## src/rtl/uart_mem_dumper_pkg.sv

```systemverilog
// Shared definitions for the UART memory dumper: FSM encoding, 8N1 frame
// constants and the baud divider derivation.
package uart_mem_dumper_pkg;

  typedef enum logic [2:0] {
    IDLE,
    READ,
    LATCH,
    SEND,
    NEXT,
    DONE
  } state_e;

  localparam int   DATA_BITS  = 8;
  localparam int   STOP_BITS  = 1;
  localparam logic IDLE_LEVEL = 1'b1;
  localparam int   FRAME_BITS = 1 + DATA_BITS + STOP_BITS;

  function automatic int clks_per_bit(input int sys_clk_freq, input int baud);
    return sys_clk_freq / baud;
  endfunction

endpackage

```

## src/rtl/uart_mem_dumper_tx.sv

```systemverilog
// 8N1 UART transmitter with a valid/ready byte input; each bit is held for
// CLKS_PER_BIT cycles and ready stays low until the stop bit has completed.
module uart_tx_serializer
  import uart_mem_dumper_pkg::*;
#(
  parameter int CLKS_PER_BIT = 10
) (
  input  logic                 clk_i,
  input  logic                 reset_i,
  input  logic                 valid_i,
  input  logic [DATA_BITS-1:0] data_i,
  output logic                 ready_o,
  output logic                 tx_o
);

  localparam int CW = (CLKS_PER_BIT > 2) ? $clog2(CLKS_PER_BIT) : 1;
  localparam int BW = $clog2(FRAME_BITS);

  logic [CW-1:0]                  baud_q;
  logic [BW-1:0]                  bit_q;
  logic [DATA_BITS+STOP_BITS-1:0] shift_q;
  logic                           busy_q;
  logic                           tx_q;

  assign ready_o = ~busy_q;
  assign tx_o    = tx_q;

  // bit_q: 0 = start bit, 1..DATA_BITS = data, last = stop bit
  always_ff @(posedge clk_i) begin
    if (!reset_i) begin
      busy_q <= 1'b0;
      tx_q   <= IDLE_LEVEL;
      baud_q <= '0;
      bit_q  <= '0;
    end else if (!busy_q) begin
      if (valid_i) begin
        busy_q  <= 1'b1;
        tx_q    <= ~IDLE_LEVEL;
        shift_q <= {{STOP_BITS{IDLE_LEVEL}}, data_i};
        baud_q  <= '0;
        bit_q   <= '0;
      end
    end else if (baud_q == CW'(CLKS_PER_BIT - 1)) begin
      baud_q <= '0;
      if (bit_q == BW'(FRAME_BITS - 1)) begin
        busy_q <= 1'b0;
        tx_q   <= IDLE_LEVEL;
      end else begin
        tx_q    <= shift_q[0];
        shift_q <= {IDLE_LEVEL, shift_q[DATA_BITS+STOP_BITS-1:1]};
        bit_q   <= bit_q + 1'b1;
      end
    end else begin
      baud_q <= baud_q + 1'b1;
    end
  end

endmodule

```

## src/rtl/uart_mem_dumper.sv

```systemverilog
// Streams a range of 32-bit words from a synchronous-read SRAM port out of a
// UART TX pin, least-significant byte first.
module uart_mem_dumper
  import uart_mem_dumper_pkg::*;
#(
  parameter int SYS_CLK_FREQ = 60000000,
  parameter int BAUD         = 9600,
  parameter int ADDR_WIDTH   = 13
) (
  input  logic                  clk_i,
  input  logic                  reset_i,
  input  logic                  start_i,
  input  logic [ADDR_WIDTH-1:0] base_addr_i,
  input  logic [ADDR_WIDTH:0]   word_count_i,
  output logic                  mem_csb_o,
  output logic [ADDR_WIDTH-1:0] mem_addr_o,
  input  logic [31:0]           mem_data_i,
  output logic                  tx_o,
  output logic                  busy_o,
  output logic                  done_o
);

  localparam int CLKS_PER_BIT = clks_per_bit(SYS_CLK_FREQ, BAUD);

  state_e                state_q;
  logic [ADDR_WIDTH-1:0] addr_q;
  logic [ADDR_WIDTH:0]   cnt_q;
  logic [ADDR_WIDTH:0]   cnt_d;
  logic [31:0]           word_q;
  logic [1:0]            idx_q;
  logic                  csb_q;
  logic                  busy_q;
  logic                  done_q;
  logic                  tx_valid;
  logic                  tx_ready;
  logic [DATA_BITS-1:0]  tx_byte;

  assign cnt_d      = cnt_q - 1'b1;
  assign tx_valid   = (state_q == SEND);
  assign tx_byte    = word_q[{idx_q, 3'b000} +: DATA_BITS];
  assign mem_csb_o  = csb_q;
  assign mem_addr_o = addr_q;
  assign busy_o     = busy_q;
  assign done_o     = done_q;

  always_ff @(posedge clk_i) begin
    if (!reset_i) begin
      state_q <= IDLE;
      addr_q  <= '0;
      cnt_q   <= '0;
      idx_q   <= '0;
      csb_q   <= 1'b1;
      busy_q  <= 1'b0;
      done_q  <= 1'b0;
    end else begin
      csb_q  <= 1'b1;
      done_q <= 1'b0;
      case (state_q)
        IDLE: begin
          if (start_i) begin
            addr_q <= base_addr_i;
            cnt_q  <= word_count_i;
            busy_q <= 1'b1;
            if (word_count_i == '0) begin
              state_q <= DONE;
            end else begin
              state_q <= READ;
              csb_q   <= 1'b0;
            end
          end
        end
        READ:  state_q <= LATCH;
        LATCH: begin
          word_q  <= mem_data_i;
          idx_q   <= '0;
          state_q <= SEND;
        end
        SEND: begin
          if (tx_ready) begin
            idx_q <= idx_q + 2'd1;
            if (idx_q == 2'd3) state_q <= NEXT;
          end
        end
        NEXT: begin
          addr_q <= addr_q + 1'b1;
          cnt_q  <= cnt_d;
          if (cnt_d == '0) begin
            state_q <= DONE;
          end else begin
            state_q <= READ;
            csb_q   <= 1'b0;
          end
        end
        // completion is reported once the final stop bit has left the pin
        DONE: begin
          if (tx_ready) begin
            done_q  <= 1'b1;
            busy_q  <= 1'b0;
            state_q <= IDLE;
          end
        end
        default: state_q <= IDLE;
      endcase
    end
  end

  uart_tx_serializer #(
    .CLKS_PER_BIT(CLKS_PER_BIT)
  ) u_tx (
    .clk_i  (clk_i),
    .reset_i(reset_i),
    .valid_i(tx_valid),
    .data_i (tx_byte),
    .ready_o(tx_ready),
    .tx_o   (tx_o)
  );

endmodule

```

## config.mk

```make
export PLATFORM = sky130hd
export DESIGN_NAME = uart_mem_dumper
export DESIGN_NICKNAME = d
export VERILOG_FILES = /design/src/rtl/uart_mem_dumper_pkg.sv /design/src/rtl/uart_mem_dumper_tx.sv /design/src/rtl/uart_mem_dumper.sv
export SDC_FILE = /design/constraint.sdc
export NUM_CORES = 1
export LEC_CHECK = 0
export BUFFER_PORTS_ARGS = -buffer_cell sky130_fd_sc_hd__buf_4
export CAP_MARGIN = 25
export CORE_ASPECT_RATIO = 0.5
export CORE_UTILIZATION = 55
export CTS_CLUSTER_SIZE = 30
export DETAILED_ROUTE_END_ITERATION = 16
export HOLD_SLACK_MARGIN = 0.08
export PLACE_DENSITY = 0.78
export RECOVER_POWER = 25
export SKIP_CTS_REPAIR_TIMING = 1
export SLEW_MARGIN = 20
export SYNTH_ARGS = -nofsm -noshare
export SYNTH_HDL_FRONTEND = slang
export SYNTH_HIERARCHICAL = 1
export SYNTH_SLANG_ARGS = --single-unit
```

## constraint.sdc

```tcl
create_clock -name clk_i -period 4.4 [get_ports clk_i]
set_clock_uncertainty 0.15 [all_clocks]
set_input_delay 0.88 -clock clk_i [delete_from_list [all_inputs] [get_ports clk_i]]
set_output_delay 0.88 -clock clk_i [all_outputs]
set_load 0.005 [all_outputs]
```

==> results of run 1 <==
path summary, 6_finish.rpt:
| kind | from | slack (ps) | endpoint | cells after the start |
|---|---|---|---|---|
| setup / recovery | state_q[2]$_SDFFE_PN0P_ | 1790 | u_tx/shift_q[7]$_SDFFCE_PP1P_ | 6 |
| hold / removal | cnt_q[1]$_SDFFE_PN0P_ | 340 | cnt_q[1]$_SDFFE_PN0P_ | 2 |
| hold reg to reg | cnt_q[1]$_SDFFE_PN0P_ | 340 | cnt_q[1]$_SDFFE_PN0P_ | 2 |
| setup reg to reg | state_q[2]$_SDFFE_PN0P_ | 1790 | u_tx/shift_q[7]$_SDFFCE_PP1P_ | 6 |
where the power goes:
part | internal [W] | switching (W)
registers | 0.000955 | 0.0000544
clock network | 0.000444 | 0.000329
logic | 0.000136 | 0.000140
state kept, by name, summed over array words and instances (netlist names), 2 cells and up:
signal / count
word_q: 32
cnt_q: 14
mem_addr_o: 13
u_tx/baud_q: 13
u_tx/shift_q: 8
u_tx/bit_q: 4
state_q: 3
idx_q: 2
Yosys cell counts, drive strengths merged, types with 10 or more instances:
| cell | n | area [um2] |
|---|---|---|
| nand2 | 31 | 116 |
| edfxtp | 40 | 1200 |
| nand4 | 11 | 83.8 |
| a21oi | 27 | 135 |
| nor2 | 33 | 124 |
| nand3 | 14 | 70.1 |
| inv | 12 | 45.0 |
| a211oi | 10 | 75.1 |
| nor3 | 11 | 55.1 |
| o21ai | 29 | 145 |
| clkbuf | 21 | 139 |
| dfxtp | 54 | 1080 |
area by class of cell:
cell class	count	area share
multi-input cells	314	0.391
flip-flops and latches	94	0.413
inverters	13	0.00882
clock inverters	5	0.0109
repair buffers	81	0.109
clock buffers	11	0.0421
well taps	112	0.0253
cells by family (layout without fill, tap and decap cells):
family	count (synthesis)	in the layout
adders and majority gates	8	8
and+or+nand+nor	153	153
DFF	94	94
buffers and inverters	39	110
AOI/OAI and AO/OA	127	127
muxes	19	19
xor gates and xnor gates	7	7
metal layers:
metal,up-vias,share of wire,routed length [um]
met5,-,0,0
met4,0,0.0062,63
met3,7,0.067,685
met2,124,0.47,4750
met1,1799,0.46,4690
li1,1866,-,-
worst register-to-register path: cells and delay by family (launching register included):
kind,cells,cell delay (ps)
flops,1,560
buf+inv,1,320
compound gates,1,160
simple gates,4,1060
stage by stage:
stage               power, W  cell area [um2]
finish               0.00206             5530
CTS                  0.00207             5530
detailed placement   0.00130             5240
floorplan            0.00120             4690
global route         0.00214             5530
global placement     0.00130             5240
==> metrics.md, run 1 <==
| Metric | Value |
|---|---|
| GR Layer Usage met3 | `0.0683` |
| Async SR Flop Fraction | `0` |
| Worst skew pair latency | `340 ps` |
| HP Class | `flop to flop` |
| Core area | `0.00814 mm2` |
| Final setup fails | `0` |
| # rows | `23` |
| Seq/Total Area, Yosys | `0.487` |
| Cell Chain, Critical Path | `inv_1, nand2_1, nor2_1, nand2_1, o21a_1, nor2_1` |
| Leak | `roughly 2.0 nW` |
| Buffers on Ports | `78` |
| Die span in x | `approximately 130 um` |
| Mux cell area share after synthesis | `0.0638` |
| Crit Path Category | `flop to flop` |
| Num CTS Buffers | `9` |
| Simple-gate share of the synthesized area | `0.182` |
| Fmax | `383 MHz` |
| Fillers | `621` |
| Hold Fails Final Rpt | `0` |
| CTS tree | `built` |
| Number of synthesized flops with an enable pin | `40` |
| Synthesis-stage register bit count | `94` |
| CP bufs+invs | `1` |
| Compound-Gate Fraction of Synth Area | `0.179` |
| M2 GR Usage | `0.396` |
| Warnings from Yosys | `6` |
| Layout Nets | `583` |
| Synth Net Count | `517` |
| Initial antenna violation count | `0` |
| Area of the multi-input gates | `0.00216 mm2` |
| Layout Cells excl Fill | `630` |
| Global Route Usage Sum | `0.240` |
| Post-route ant nets | `0` |
| Number of H-tree levels | `3` |
| Commonest non-fill, non-tap cell in the layout | `dfxtp_1` |
| Final Max Tran Viols | `0` |
| CTS max path bufs | `2` |
| Final wirelength | `just over 10 mm` |
| Clock slew at reported path FFs | `60 ps` |
| Post-synthesis adder-cell area fraction | `0.0213` |
| Setup repair after global routing missed its margin | `false` |
| # IOs | `79` |
| WP data arrival | `~2400 ps` |
| Drt initial violations | `371` |
| Primary FF master, synth | `dfxtp_1` |
| Largest net degree at the start of global routing | `33` |
| Netlist Area Pre-Place | `0.00469 mm2` |
| Die Footprint | `0.00892 mm2` |
| Commonest non-fill, non-tap cells in the layout | `54 x dfxtp_1, 44 x buf_4, 40 x edfxtp_1, 36 x clkbuf_4, 33 x nor2_1` |
| Critical path's top delay family | `simple AND/OR/NAND/NOR gates` |
| Wire per inst | `16.2 um` |
| Syn Inst Count | `447` |
| Largest family of logic cells by synthesized area | `simple AND/OR/NAND/NOR gates` |
| Initial Utilization | `0.576` |
| Slew @ Worst Pin | `about 940 ps` |
| Power density cells | `372 mW/mm2` |
| Via Count | `3796` |
| Setup tns final | `0 ps` |
| Mean Syn Cell Area | `10.5 um2` |
| Vias per cell | `6.03` |
| Synth cell types | `66` |
| Crit path time final | `2610 ps` |
| DRC errors left | `0` |
| Finished Core Util | `0.679` |
| Routability cong. | `0.904` |
| Largest stage delay on the critical path | `560 ps` |
| Worst EP required | `4230 ps` |
| Worst setup margin | `between 1500 and 2000 ps` |
| Crit path launch type | `flop` |
| Ant diodes | `0` |
| GR Overflow Total | `0` |
| Post-Synth XOR/XNOR Area | `0.0131` |
| TritonCTS sink count | `94` |
| Die height | `67.3 um` |
| Vias in the first global route | `3381` |
| Gr busiest metal | `met2` |
| Max-Cap Viols | `0` |
| Dpl hpwl | `7.11 mm` |
| P&R area growth vs syn | `17.9%` |
| Cells after DPL | `between 600 and 700` |
| Root buffer cell | `clkbuf_16` |
| Slowest library cell on the worst path | `dfxtp_1` |
| Worst-path maximum fanout | `24` |
| Pre-CTS setup slack | `1760 ps` |
| Share of layout cells above drive strength 1 | `0.239` |
| Sequential cell area | `0.00228 mm2` |
| GRT met1 Usage | `0.313` |
| Initial DRT Pass Iterations | `5` |
| Critical Path End Type | `flop` |
| Status | `complete, no violations` |
| Final period utilization | `0.594` |
| Hold WS | `344 ps` |
| Peak supply drop | `218 uV` |
| Relative slew slack | `0.374` |
| First-pass GRT wire length | `16.4 mm` |
No activity file was read; power rests on OpenSTA's default activity.
==> inputs of run 2 (changes only) <==
CORE_UTILIZATION = 51   (was 55)
PLACE_DENSITY = 0.76   (was 0.78)
clock period = 2.13 ns   (was 4.4 ns; I/O delays follow)
==> run 2 against run 1 <==
The flow now finishes with violations (setup timing). Combinational power rose to 2.6 times the previous value. Clock power up 91%. First-iteration DRC count down 32%. Largest power group unchanged.
==> metrics.md, run 2 (synthesized netlist as in run 1, its figures left out) <==
| Metric | Value |
|---|---|
| CTS tree | `built` |
| First-pass GRT wire length | `17.7 mm` |
| Routability cong. | `roughly 0.9` |
| Initial antenna violation count | `0` |
| Crit path time final | `2140 ps` |
| Num CTS Buffers | `9` |
| Commonest non-fill, non-tap cell in the layout | `buf_4` |
| Via Count | `just under 4000` |
| Worst r2r path cells | `7` |
| Peak supply drop | `446 uV` |
| Worst-path maximum fanout | `3` |
| Commonest non-fill, non-tap cells in the layout | `77 x buf_4, 51 x dfxtp_1, 40 x edfxtp_1, 36 x clkbuf_4, 32 x nor2_1` |
| Critical R2R Capture | `cnt_q[12]$_SDFFE_PN0P_` |
| Crit Path Category | `flop to flop` |
| Critical Path End Type | `flop` |
| Wire per inst | `15.9 um` |
| Clock slew at reported path FFs | `60 ps` |
| Pwr Total | `0.00427 W` |
| Critical Path Sink | `cnt_q[12]$_SDFFE_PN0P_` |
| Root buffer cell | `clkbuf_16` |
| Core area | `slightly below 0.009 mm2` |
| Initial DRT Pass Iterations | `4` |
| Hold WS | `128 ps` |
| Largest Register | `word_q` |
| Leak | `~2.2 nW` |
| Worst EP required | `2240 ps` |
| GR Overflow Total | `0` |
| Vias in the first global route | `3698` |
| Post-route ant nets | `0` |
| Status | `complete, but fails checks` |
| Final period utilization | `1.00` |
| Die span in x | `between 100 and 150 um` |
| Initial Utilization | `0.531` |
| Final setup fails | `1` |
| P&R area growth vs syn | `25.6%` |
| Violated checks | `setup timing` |
| Hold Fails Final Rpt | `0` |
| Worst skew pair latency | `340 ps` |
| Worst setup margin | `-7.88 ps` |
| Die Footprint | `0.00961 mm2` |
| Die height | `between 60 and 70 um` |
| R2r startpoint | `cnt_q[1]$_SDFFE_PN0P_` |
| Relative slew slack | `0.661` |
| DRC errors left | `0` |
| Power density cells | `between 700 and 800 mW/mm2` |
| Number of H-tree levels | `3` |
| Fmax | `468 MHz` |
| TritonCTS sink count | `94` |
| Largest register FFs | `32` |
| Flop-to-flop setup slack | `-8 ps` |
| Crit path launch type | `flop` |
| Ant diodes | `0` |
| Final Max Tran Viols | `0` |
| Vias per cell | `5.93` |
| Layout Nets | `619` |
| # IOs | `79` |
| Buffers on Ports | `78` |
| Share of layout cells above drive strength 1 | `0.310` |
| Dpl hpwl | `7.75 mm` |
| CTS max path bufs | `2` |
| Slew @ Worst Pin | `about 510 ps` |
| # rows | `24` |
| Drt initial violations | `251` |
| Final wirelength | `about 11 mm` |
| HP Class | `primary input to flop` |
| Setup repair after global routing missed its margin | `true` |
| Max-Cap Viols | `0` |
| Largest net degree at the start of global routing | `33` |
| Worst setup path start | `cnt_q[1]$_SDFFE_PN0P_` |
| WP data arrival | `2250 ps` |
| Largest regs | `word_q x32, cnt_q x14` |
| Global Route Usage Sum | `0.241` |
==> run 2: cell count changes in the layout (fill, tap and decap cells not counted), moves of 2 or more <==
cell	delta
dfxtp_1	-3
dfxtp_2	+3
inv_2	+2
buf_12	+3
inv_1	-2
buf_4	+33
==> run 2: critical path: stages, from the launching register on <==
cell      delay (ps)
dfxtp_2          320
inv_2             70
ha_4             150
nand2b_4          50
or4b_4           490
or4_4            420
xor2_1           160
a221oi_2         230
==> run 2: how the worst min path moves through the flow <==
stage                            startpoint                           end  slack [ps]  cells after the start
6_report                     mem_data_i[21]          word_q[21]$_DFFE_PP_         130                      1
5_1_grt                      mem_data_i[29]          word_q[29]$_DFFE_PP_         110                      1
4_1_cts                      mem_data_i[22]          word_q[22]$_DFFE_PP_          90                      1
3_5_place_dp   u_tx/baud_q[12]$_SDFFE_PN0N_  u_tx/baud_q[12]$_SDFFE_PN0N_         330                      1
3_3_place_gp   u_tx/baud_q[12]$_SDFFE_PN0N_  u_tx/baud_q[12]$_SDFFE_PN0N_         320                      1
2_1_floorplan  u_tx/baud_q[12]$_SDFFE_PN0N_  u_tx/baud_q[12]$_SDFFE_PN0N_         280                      1
==> run 2: per-layer routing <==
layer  GRT usage  vias to the layer above  wire (um)
met5           0                        -          0
met4      0.0672                        0        114
met3      0.0687                       12        858
met2       0.366                      164       4860
met1       0.333                     1857       4860
li1            -                     1943          -
==> run 2: per-stage QoR <==
| step | cell area, um2 | worst slack [ps] | util | std cells | setup TNS [ps] |
|---|---|---|---|---|---|
| after global routing | 5890 | -46.4 | 0.667 | 671 | -90.1 |
| after CTS | 5860 | -26.5 | 0.664 | 670 | -49.6 |
| after detailed placement | 5590 | -15.5 | 0.633 | 654 | -15.5 |
| after global placement | 5590 | 26.8 | 0.633 | 654 | 0 |
| after floorplan | 4740 | -74.5 | - | 447 | -74.5 |
| final | 5890 | -7.88 | 0.667 | 671 | -7.88 |
==> run 2: area by class of cell <==
type | count | area [um2]
fill | 695 | 2940
inverter | 13 | 48.8
clock buffer | 11 | 243
clock inverter | 5 | 33.8
tap | 117 | 146
multi-input combinational | 314 | 2220
timing repair buffer | 117 | 912
sequential | 94 | 2290
==> run 2: where the power goes <==
group | internal [W] | total [W] | switching [W]
Sequential | 0.00197 | 0.00206 | 0.0000834
Combinational | 0.000374 | 0.000725 | 0.000351
Clock | 0.000822 | 0.00148 | 0.000663
==> inputs of run 3 (changes only) <==
CELL_PAD_IN_SITES_DETAIL_PLACEMENT = 1   (was default)
CELL_PAD_IN_SITES_GLOBAL_PLACEMENT = 2   (was default)
CORE_UTILIZATION = 32   (was 51)
PLACE_DENSITY = 0.75   (was 0.76)
RECOVER_POWER = default   (was 25)
==> run 3 against run 2 <==
The run still ends with setup timing left. Register-to-register slack barely moved. Critical path depth fell by 2. Sequential cell count did not move. Sequential share of layout area fell by 1.7 points. Clock power rose by 9%. Critical endpoint is now state_q[2]$_SDFFE_PN0P_. Non-clock buffer count rose by 18. Maximum frequency barely moved. Final cell count rose by 14%. Largest power group unchanged. Combinational power rose by 11%. Via count fell by 0.10%.
==> metrics.md, run 3 (synthesized netlist as in run 1, its figures left out) <==
| Metric | Value |
|---|---|
| Max-Cap Viols | `0` |
| Flop-to-flop setup slack | `-7 ps` |
| Largest Register | `word_q` |
| Leak | `2.28 nW` |
| Num CTS Buffers | `9` |
| Die Footprint | `0.0152 mm2` |
| Violated checks | `setup timing` |
| Commonest non-fill, non-tap cell in the layout | `buf_4` |
| # rows | `30` |
| # IOs | `79` |
| Pre-CTS setup slack | `-19.8 ps` |
| CTS tree | `built` |
| GR Overflow Total | `0` |
| Critical Path Sink | `state_q[2]$_SDFFE_PN0P_` |
| Worst r2r path cells | `5` |
| Initial antenna violation count | `0` |
| Critical Path End Type | `flop` |
| Combinational power share | `0.179` |
| Final period utilization | `1.00` |
| DRC errors left | `0` |
| Routability cong. | `roughly 0.8` |
| Pint | `0.00322 W` |
| Final Max Tran Viols | `0` |
| Initial DRT Pass Iterations | `4` |
| Worst setup path start | `cnt_q[6]$_SDFFE_PN0P_` |
| Setup repair after global routing missed its margin | `true` |
| Hold WS | `99.4 ps` |
| Critical R2R Capture | `state_q[2]$_SDFFE_PN0P_` |
| Root buffer cell | `clkbuf_16` |
| P&R area growth vs syn | `31.1%` |
| First-pass GRT wire length | `21.2 mm` |
| R2r startpoint | `cnt_q[6]$_SDFFE_PN0P_` |
| Crit Path Category | `flop to flop` |
| WP data arrival | `2250 ps` |
| Largest net degree at the start of global routing | `33` |
| Final wirelength | `between 10 and 15 mm` |
| Sw frac | `0.282` |
| Worst-path maximum fanout | `2` |
| Status | `complete, but fails checks` |
| Relative slew slack | `0.665` |
| Share of power burned in registers | `0.459` |
| Clock slew at reported path FFs | `around 70 ps` |
| Sw power | `0.00126 W` |
| Vias per cell | `between 5 and 6` |
| Peak supply drop | `~370 uV` |
| CTS max path bufs | `2` |
| Post-route ant nets | `0` |
| Drt initial violations | `312` |
| Final setup fails | `1` |
| Dpl hpwl | `9.63 mm` |
| Power density cells | `729 mW/mm2` |
| Layout Nets | `637` |
| HP Class | `primary input to flop` |
| Worst skew pair latency | `~350 ps` |
| Crit path launch type | `flop` |
| Hold Fails Final Rpt | `0` |
| Number of H-tree levels | `3` |
| Die height | `87.6 um` |
| Slew @ Worst Pin | `489 ps` |
| Fmax | `about 470 MHz` |
| Wire per inst | `17.2 um` |
| Worst EP required | `2240 ps` |
| Setup tns final | `-6.66 ps` |
| TritonCTS sink count | `between 90 and 100` |
| Fillers | `1554` |
| Largest register FFs | `32` |
| Global Route Usage Sum | `0.178` |
| Worst setup margin | `-6.66 ps` |
| Initial Utilization | `0.337` |
| Commonest non-fill, non-tap cells in the layout | `131 x buf_4, 52 x dfxtp_1, 40 x edfxtp_1, 32 x nor2_1, 31 x nand2_1` |
| Core area | `~0.014 mm2` |
| Die span in x | `between 150 and 200 um` |
| Crit path time final | `2140 ps` |
| Share of layout cells above drive strength 1 | `0.336` |
| Clock share of power | `0.362` |
| Via Count | `3972` |
| Vias in the first global route | `4031` |
| Largest regs | `word_q x32, cnt_q x14` |
| Ant diodes | `0` |
| Buffers on Ports | `78` |
[run 3: cell types whose count changed in the layout (fill, tap and decap cells not counted), sizes merged]
cell,change
clkbuf,-39
clkinvlp,-1
buf,+55
clkinv,-1
inv,+4
[run 3: worst min-delay path by stage]
| stage | startpoint | slack, ps | endpoint | depth (start not counted) |
|---|---|---|---|---|
| CTS | mem_data_i[10] | 90 | word_q[10]$_DFFE_PP_ | 1 |
| finish | mem_data_i[22] | 100 | word_q[22]$_DFFE_PP_ | 1 |
| detailed placement | u_tx/baud_q[12]$_SDFFE_PN0N_ | 320 | u_tx/baud_q[12]$_SDFFE_PN0N_ | 1 |
| global placement | u_tx/baud_q[5]$_SDFFE_PN0N_ | 320 | u_tx/baud_q[5]$_SDFFE_PN0N_ | 2 |
| global route | mem_data_i[22] | 80 | word_q[22]$_DFFE_PP_ | 1 |
| floorplan | u_tx/baud_q[12]$_SDFFE_PN0N_ | 280 | u_tx/baud_q[12]$_SDFFE_PN0N_ | 1 |
[run 3: per-layer routing]
metal  GRT usage  share of wire
met5           0              0
met2       0.295           0.46
met3      0.0339          0.025
met4      0.0483         0.0074
met1       0.241           0.51
[run 3: layout make-up]
class                      count  area [um2]  area share
clock buffer                   9         225      0.0366
multi-input combinational    314        2220       0.361
tap                          192         240      0.0391
inverter                      13        48.8     0.00793
sequential                    94        2280       0.371
clock inverter                 7        67.6      0.0110
timing repair buffer         135        1060       0.173
[run 3: power by group through the flow]
stage | clock network [W] | logic, W | registers [W]
2_1_floorplan | 0 | 0.000434 | 0.00208
3_3_place_gp | 0 | 0.000772 | 0.00209
3_5_place_dp | 0 | 0.000781 | 0.00210
4_1_cts | 0.00167 | 0.000786 | 0.00206
5_1_grt | 0.00174 | 0.000879 | 0.00207
6_report | 0.00162 | 0.000804 | 0.00206
[run 3: critical path, stage by stage, from the launching register on]
cell and delay (ps):
dfxtp_1 320, or4_4 560, nor4_4 240, mux2i_1 280, nand4_1 210, a221oi_2 300
[run 3: per-stage QoR]
step	total power (W)	instances	cell area, um2	utilization
global route	0.00469	764	6150	0.442
floorplan	0.00251	447	4740	-
global placement	0.00287	745	5810	0.418
detailed placement	0.00288	745	5810	0.418
finish	0.00448	764	6150	0.442
CTS	0.00452	761	6110	0.439
